[src/rtl/pat_gen_sequencer.sv]
// pat_gen_sequencer
//   Runtime controller for the pattern generator. It walks pattern memory
//   from address 0 to end_address and emits each byte as a series of
//   timed samples on gpio_out. The memory read port is shared with host
//   access through a req/gnt handshake. One byte is prefetched ahead so the
//   output stays continuous.
//
// Ports
//   clk, rst        clock, asynchronous active-high reset
//   enable          run level; rising edge starts, low aborts
//   repeat_enable   wrap to byte 0 after end_address
//   end_address     last pattern byte address (inclusive)
//   num_gpio_sel    bits per sample: 0=1, 1=2, 2=4, 3=8
//   timestep_sel    sample hold time = timestep_sel+1 cycles
//   mem_req/addr    read request (held until granted) and its address
//   mem_gnt         grant; read accepted when mem_req & mem_gnt
//   mem_rdata       read data, valid one cycle after acceptance
//   gpio_out        current sample, unused upper bits 0
//   busy            PRIME or RUN
//   done            non-repeat run finished, held until enable low
//   underrun        sticky: a byte load was due with no byte available
module pat_gen_sequencer #(
    parameter int AW   = 24,
    parameter int TS_W = 5
) (
    input  logic            clk,
    input  logic            rst,
    input  logic            enable,
    input  logic            repeat_enable,
    input  logic [AW-1:0]   end_address,
    input  logic [1:0]      num_gpio_sel,
    input  logic [TS_W-1:0] timestep_sel,
    output logic            mem_req,
    output logic [AW-1:0]   mem_addr,
    input  logic            mem_gnt,
    input  logic [7:0]      mem_rdata,
    output logic [7:0]      gpio_out,
    output logic            busy,
    output logic            done,
    output logic            underrun
);

    typedef enum logic [1:0] {S_IDLE, S_PRIME, S_RUN, S_DONE} state_t;

    state_t          state_q;
    logic            en_q;
    logic [AW-1:0]   end_q;
    logic            rep_q;
    logic [1:0]      sel_q;
    logic [TS_W-1:0] ts_q;
    logic [AW-1:0]   addr_q;
    logic            fetch_done_q;  // non-repeat: end_address already fetched
    logic            pend_q;        // read accepted last cycle, data on mem_rdata now
    logic            pend_last_q;
    logic [7:0]      buf_q;
    logic            buf_valid_q;
    logic            buf_last_q;
    logic [7:0]      shift_q;
    logic            shift_last_q;  // byte in shift_q is the final one of the run
    logic [2:0]      left_q;        // samples remaining in shift_q after the current one
    logic [TS_W-1:0] hold_q;
    logic [7:0]      gpio_q;
    logic            underrun_q;

    logic [7:0] mask_d;
    logic [3:0] width_d;
    logic [2:0] last_idx_d;

    always_comb begin
        mask_d     = 8'h01;
        width_d    = 4'd1;
        last_idx_d = 3'd7;
        case (sel_q)
            2'd1: begin mask_d = 8'h03; width_d = 4'd2; last_idx_d = 3'd3; end
            2'd2: begin mask_d = 8'h0F; width_d = 4'd4; last_idx_d = 3'd1; end
            2'd3: begin mask_d = 8'hFF; width_d = 4'd8; last_idx_d = 3'd0; end
            default: ;
        endcase
    end

    logic       hold_tc_d;
    logic       byte_due_d;
    logic       consume_d;
    logic       avail_d;
    logic       accept_d;
    logic [7:0] shift_next_d;
    logic [7:0] load_byte_d;
    logic       load_last_d;

    assign hold_tc_d    = (hold_q == ts_q);
    assign byte_due_d   = (state_q == S_RUN) && hold_tc_d && (left_q == 3'd0) && !shift_last_q;
    assign consume_d    = byte_due_d && buf_valid_q;
    // A byte is available either from the buffer or straight off mem_rdata.
    assign avail_d      = buf_valid_q || pend_q;
    assign load_byte_d  = buf_valid_q ? buf_q : mem_rdata;
    assign load_last_d  = buf_valid_q ? buf_last_q : pend_last_q;
    assign shift_next_d = shift_q >> width_d;

    // Request stays up across un-granted cycles: once the buffer is empty it
    // can only refill through this very request, so the condition holds.
    assign mem_req  = ((state_q == S_PRIME) || (state_q == S_RUN)) && !pend_q &&
                      !fetch_done_q && (!buf_valid_q || consume_d);
    assign accept_d = mem_req && mem_gnt;

    assign mem_addr = addr_q;
    assign gpio_out = gpio_q;
    assign busy     = (state_q == S_PRIME) || (state_q == S_RUN);
    assign done     = (state_q == S_DONE);
    assign underrun = underrun_q;

    always_ff @(posedge clk or posedge rst) begin
        if (rst) begin
            state_q      <= S_IDLE;
            en_q         <= 1'b0;
            end_q        <= '0;
            rep_q        <= 1'b0;
            sel_q        <= 2'd0;
            ts_q         <= '0;
            addr_q       <= '0;
            fetch_done_q <= 1'b0;
            pend_q       <= 1'b0;
            pend_last_q  <= 1'b0;
            buf_q        <= 8'h00;
            buf_valid_q  <= 1'b0;
            buf_last_q   <= 1'b0;
            shift_q      <= 8'h00;
            shift_last_q <= 1'b0;
            left_q       <= 3'd0;
            hold_q       <= '0;
            gpio_q       <= 8'h00;
            underrun_q   <= 1'b0;
        end else begin
            en_q   <= enable;
            pend_q <= accept_d;

            if (accept_d) begin
                pend_last_q <= (addr_q == end_q) && !rep_q;
                if (addr_q == end_q) begin
                    if (rep_q) addr_q <= '0;
                    else       fetch_done_q <= 1'b1;
                end else begin
                    addr_q <= addr_q + AW'(1);
                end
            end

            case (state_q)
                S_IDLE: begin
                    gpio_q <= 8'h00;
                    if (enable && !en_q) begin
                        end_q        <= end_address;
                        rep_q        <= repeat_enable;
                        sel_q        <= num_gpio_sel;
                        ts_q         <= timestep_sel;
                        underrun_q   <= 1'b0;
                        addr_q       <= '0;
                        fetch_done_q <= 1'b0;
                        buf_valid_q  <= 1'b0;
                        state_q      <= S_PRIME;
                    end
                end
                S_PRIME: begin
                    if (!enable) begin
                        state_q     <= S_IDLE;
                        gpio_q      <= 8'h00;
                        pend_q      <= 1'b0;
                        buf_valid_q <= 1'b0;
                    end else if (pend_q) begin
                        shift_q      <= mem_rdata;
                        shift_last_q <= pend_last_q;
                        gpio_q       <= mem_rdata & mask_d;
                        left_q       <= last_idx_d;
                        hold_q       <= '0;
                        state_q      <= S_RUN;
                    end
                end
                S_RUN: begin
                    if (!enable) begin
                        state_q     <= S_IDLE;
                        gpio_q      <= 8'h00;
                        pend_q      <= 1'b0;
                        buf_valid_q <= 1'b0;
                    end else begin
                        // Returning data parks in the buffer unless it is
                        // consumed directly this cycle to end an underrun.
                        if (pend_q && !(byte_due_d && !buf_valid_q)) begin
                            buf_q       <= mem_rdata;
                            buf_valid_q <= 1'b1;
                            buf_last_q  <= pend_last_q;
                        end
                        if (hold_tc_d) begin
                            if (left_q != 3'd0) begin
                                shift_q <= shift_next_d;
                                gpio_q  <= shift_next_d & mask_d;
                                left_q  <= left_q - 3'd1;
                                hold_q  <= '0;
                            end else if (shift_last_q) begin
                                state_q <= S_DONE;
                                gpio_q  <= 8'h00;
                            end else if (avail_d) begin
                                shift_q      <= load_byte_d;
                                shift_last_q <= load_last_d;
                                gpio_q       <= load_byte_d & mask_d;
                                left_q       <= last_idx_d;
                                hold_q       <= '0;
                                if (buf_valid_q) buf_valid_q <= 1'b0;
                            end else begin
                                // Stall: output and hold counter stay put.
                                underrun_q <= 1'b1;
                            end
                        end else begin
                            hold_q <= hold_q + TS_W'(1);
                        end
                    end
                end
                S_DONE: begin
                    gpio_q <= 8'h00;
                    if (!enable) state_q <= S_IDLE;
                end
                default: state_q <= S_IDLE;
            endcase
        end
    end

endmodule

[config.mk]
export PLATFORM = sky130hd
export DESIGN_NAME = pat_gen_sequencer
export DESIGN_NICKNAME = d
export VERILOG_FILES = /design/src/rtl/pat_gen_sequencer.sv
export SDC_FILE = /design/constraint.sdc
export NUM_CORES = 1
export LEC_CHECK = 0
export ABC_AREA = 1
export CORE_MARGIN = 2
export CORE_UTILIZATION = 60
export DETAILED_ROUTE_END_ITERATION = 12
export GPL_TIMING_DRIVEN = 0
export PLACE_DENSITY_LB_ADDON = 0.3
export SYNTH_ARGS = -nofsm -noshare
export SYNTH_HDL_FRONTEND = slang
export SYNTH_SLANG_ARGS = --single-unit
[constraint.sdc]
create_clock -name clk -period 9.1 [get_ports clk]
set_clock_uncertainty 0.15 [all_clocks]
set_input_delay 0.91 -clock clk [delete_from_list [all_inputs] [get_ports clk]]
set_output_delay 0.91 -clock clk [all_outputs]
set_load 0.02 [all_outputs]
==> impl_metrics.py <==
metrics = {
    "power": {
        "p_leak_nw": 3.469,
        "powerDensity_nw_per_um2": 253.3,
        "p_clk_share_pct": 15.3,
        "seqPwrFrac_pct": 36.6,
        "p_comb_share_pct": 48.2,
        "p_int_w": 0.0009932,
        "finalPower_w": 0.001841,
        "p_sw_w": 0.0008483,
        "irDropWorstVdd_mv": 0.2071,
        "power_switching_share_pct": 46.07,
    },
    "clock_tree": {
        "clock_sinks": 97,
        "cts_hold_buf": 0,
        "clk_path_buf_depth": 2,
        "tritoncts": "built",
        "cts_root_buf": "clkbuf_8",
        "clkTransAtPathRegs_ns": 0.10,
        "cts_resized": 0,
        "numCtsBuffers": 9,
        "clock_latency_ns": 0.39,
        "cts_setup_buffers": 0,
        "htreeDepth": 3,
    },
    "routing": {
        "ant_nets": 0,
        "top_layer_used": "met4",
        "wl_per_cell_um": 15.29,
        "vias_per_cell": 5.483,
        "met3_length_um": 949,
        "remaining_drc_errors": 0,
        "met1_length_mm": 6.978,
        "drtPass1Iterations": 5,
        "route.met2.wl_mm": 8.231,
        "dr_total_vias": 6119,
        "drt_iter0_drc": 286,
        "drt-total-wl_mm": 17.06,
    },
    "floorplanning": {
        "io_pins": 80,
        "fp.dieW_um": 104.7,
        "die_h_um": 104.7,
        "core_sq_um": 9819,
        "initial_core_util_pct": 62.00,
        "dieArea_sq_um": 10970,
        "rows": 36,
    },
    "sta": {
        "whs_ns": 0.3439,
        "rsz0062_at_grt": "no",
        "tightestPinTransition_ns": 0.6379,
        "fin_crit_sh_pct": 40.94,
        "timing_hold_violations_final": 0,
        "finalMaxSlewViolations": 0,
        "setup_tns_ns": 0,
        "relSlewSlack_pct": 57.47,
        "final-setup-viol-count": 0,
        "fmax_ghz": 0.2684,
        "fin_crit_ns": 3.726,
    },
    "finish": {
        "seq_area_sq_um": 2427,
        "design_area_sq_um": 7269,
        "num-fill-cells": 841,
        "n_antenna_cell": 0,
        "finalNetCount": 1030,
        "drive_gt1_share_pct": 7.019,
        "multiInputGateArea_sq_um": 3132,
        "area_growth_pct": 19.40,
        "instances_no_fill": 1116,
    },
    "worst_setup_path": {
        "r2r_start": "state_q[0]$_DFFE_PP0P_",
        "ff2ff_path_depth": 10,
        "critPathLaunchType": "register",
        "endpoint_kind": "output port",
        "cp_num_buf_inv": 3,
        "rr_endpoint": "mem_addr[21]$_DFF_PP0_",
        "startpoint": "state_q[0]$_DFFE_PP0P_",
        "regToRegSetupSlack_ns": 6.56,
        "cp.required_ns": 8.04,
        "slowest_stage": "clkdlybuf4s50_1",
        "cp_slowest_stage_delay_ns": 0.61,
        "path_delay_family": "buffers and inverters",
        "critPathKind": "reg -> out",
        "crit_cells": 9,
        "worstPathMaxFanout": 6,
        "path_cells": "inv_1, ha_1, nand3_2, nor2_1, nand4_1, nand2_2, nand2_2, inv_1, clkdlybuf4s50_1",
        "cp.arrival_ns": 2.67,
        "crit_end": "mem_req",
    },
    "synth": {
        "synth_area_sq_um": 6088,
        "synthesis.nets": 939,
        "synth_cells": 887,
        "synthDistinctLibCells": 37,
        "yosysSeqAreaShare_pct": 39.87,
        "yosys_register_bits": 97,
        "syn_avg_cell_area_sq_um": 6.864,
        "yosysWarningCount": 0,
    },
    "placement": {
        "dp.cells": 1100,
        "dp_hpwl_mm": 12.96,
        "placed_area_sq_um": 7076,
        "place_congestion": 0.9999,
        "portBuffers": 79,
    },
    "global_route": {
        "grt_pass1_wl_mm": 27.92,
        "antenna_found_initial": 0,
        "grtUsageTotal_pct": 32.15,
        "grt_max_degree": 72,
        "first_global_vias": 5869,
        "grt.overflow.total": 0,
    },
    "hold_path": {
        "min_path_type": "reg -> reg",
    },
    "run": {
        "maxCapViolCount": 0,
    },
    "status": {
        "status": "complete, no violations",
    },
}
synthesized netlist by cell type (all sizes together):
master	count	area share, %
o211ai	8	0.99
xnor2	8	1.2
nand3	44	4.0
clkbuf	18	1.2
a22oi	2	0.25
nand4	7	0.72
nor3	17	1.5
buf	13	1.3
o221ai	3	0.43
a21oi	47	4.0
o2111ai	1	0.14
ha	8	1.6
inv	101	6.2
a2bb2oi	2	0.29
nand2	314	20
nor2	83	5.9
o21ai	84	6.9
xor2	20	2.9
or2	1	0.10
o21a	1	0.12
nor4	1	0.10
a31oi	4	0.41
dfrtp	97	40
o22ai	3	0.31
worst min path at each step:
stage	startpoint	to	slack, ns	depth (start not counted)
final	buf_q[3]$_DFFE_PP0P_	buf_q[3]$_DFFE_PP0P_	0.34	2
after global routing	gpio_out[7]$_DFFE_PP0P_	gpio_out[7]$_DFFE_PP0P_	0.37	2
after CTS	buf_q[2]$_DFFE_PP0P_	buf_q[2]$_DFFE_PP0P_	0.35	2
after global placement	buf_q[0]$_DFFE_PP0P_	buf_q[0]$_DFFE_PP0P_	0.31	2
after detailed placement	gpio_out[7]$_DFFE_PP0P_	gpio_out[7]$_DFFE_PP0P_	0.32	2
after floorplan	buf_q[0]$_DFFE_PP0P_	buf_q[0]$_DFFE_PP0P_	0.30	2
metrics by stage:
step                utilization, %  setup slack, ns
floorplan                        -            5.506
global placement             71.75            3.983
detailed placement           72.06            5.792
CTS                          74.03            5.348
global route                 74.03            5.197
finish                       74.03            5.374
cell usage in the layout (no fill, tap or decap), drive strengths merged, types with 7 or more instances in the layout:
master         count
a21oi             47
buf               14
clkbuf            29
clkdlybuf4s50     79
dfrtp             97
ha                 8
inv              105
nand2            314
nand3             44
nand4              7
nor2              83
nor3              17
o211ai             8
o21ai             84
xnor2              8
xor2              20
sequential cells by signal, indices dropped and copies added, names as in the netlist:
name and count:
underrun 1, ts_q 5, buf_q 8, left_q 3, shift_q 7, gpio_out 8, shift_last_q 1, fetch_done_q 1
pend_last_q 1, mem_addr 24, buf_last_q 1, en_q 1, buf_valid_q 1, sel_q 2, hold_q 5, end_q 24
pend_q 1, state_q 2, rep_q 1
logic make-up after synthesis:
group	synth area share, %
AO/OA/AOI/OAI	13.89
XOR/XNOR	4.028
adder cells (fa/ha/maj)	1.644
buffers and inverters	8.693
flip-flops	39.87
AND/OR/NAND/NOR	31.87
power by group through the flow:
stage / logic (W) / clock network (W) / registers, W
after floorplan: 0.000601 / 0 / 0.000671
after global placement: 0.000856 / 0 / 0.000674
after detailed placement: 0.000873 / 0 / 0.000677
after CTS: 0.000878 / 0.000285 / 0.000670
after global routing: 0.000985 / 0.000302 / 0.000690
final: 0.000887 / 0.000281 / 0.000674
tightest hold or removal path, stage by stage, from the launching register on:
cell and delay [ns]:
dfrtp_1 0.35, nand2_1 0.05, o21ai_0 0.06
routing by layer:
metal | global-route usage [%] | vias to the layer above
li1 | - | 3019
met1 | 39.12 | 2803
met2 | 53.25 | 235
met3 | 6.363 | 62
met4 | 18.19 | 0
met5 | 0 | -
cell type report:
cell class	instances	area share (%)
Tap cell	133	2.289
Multi-Input combinational cell	658	43.08
Clock inverter	5	0.5852
Clock buffer	11	2.083
Buffer	31	2.065
Timing Repair Buffer	80	11.26
Inverter	101	5.250
Sequential cell	97	33.39
No activity file was read; power rests on OpenSTA's default activity.
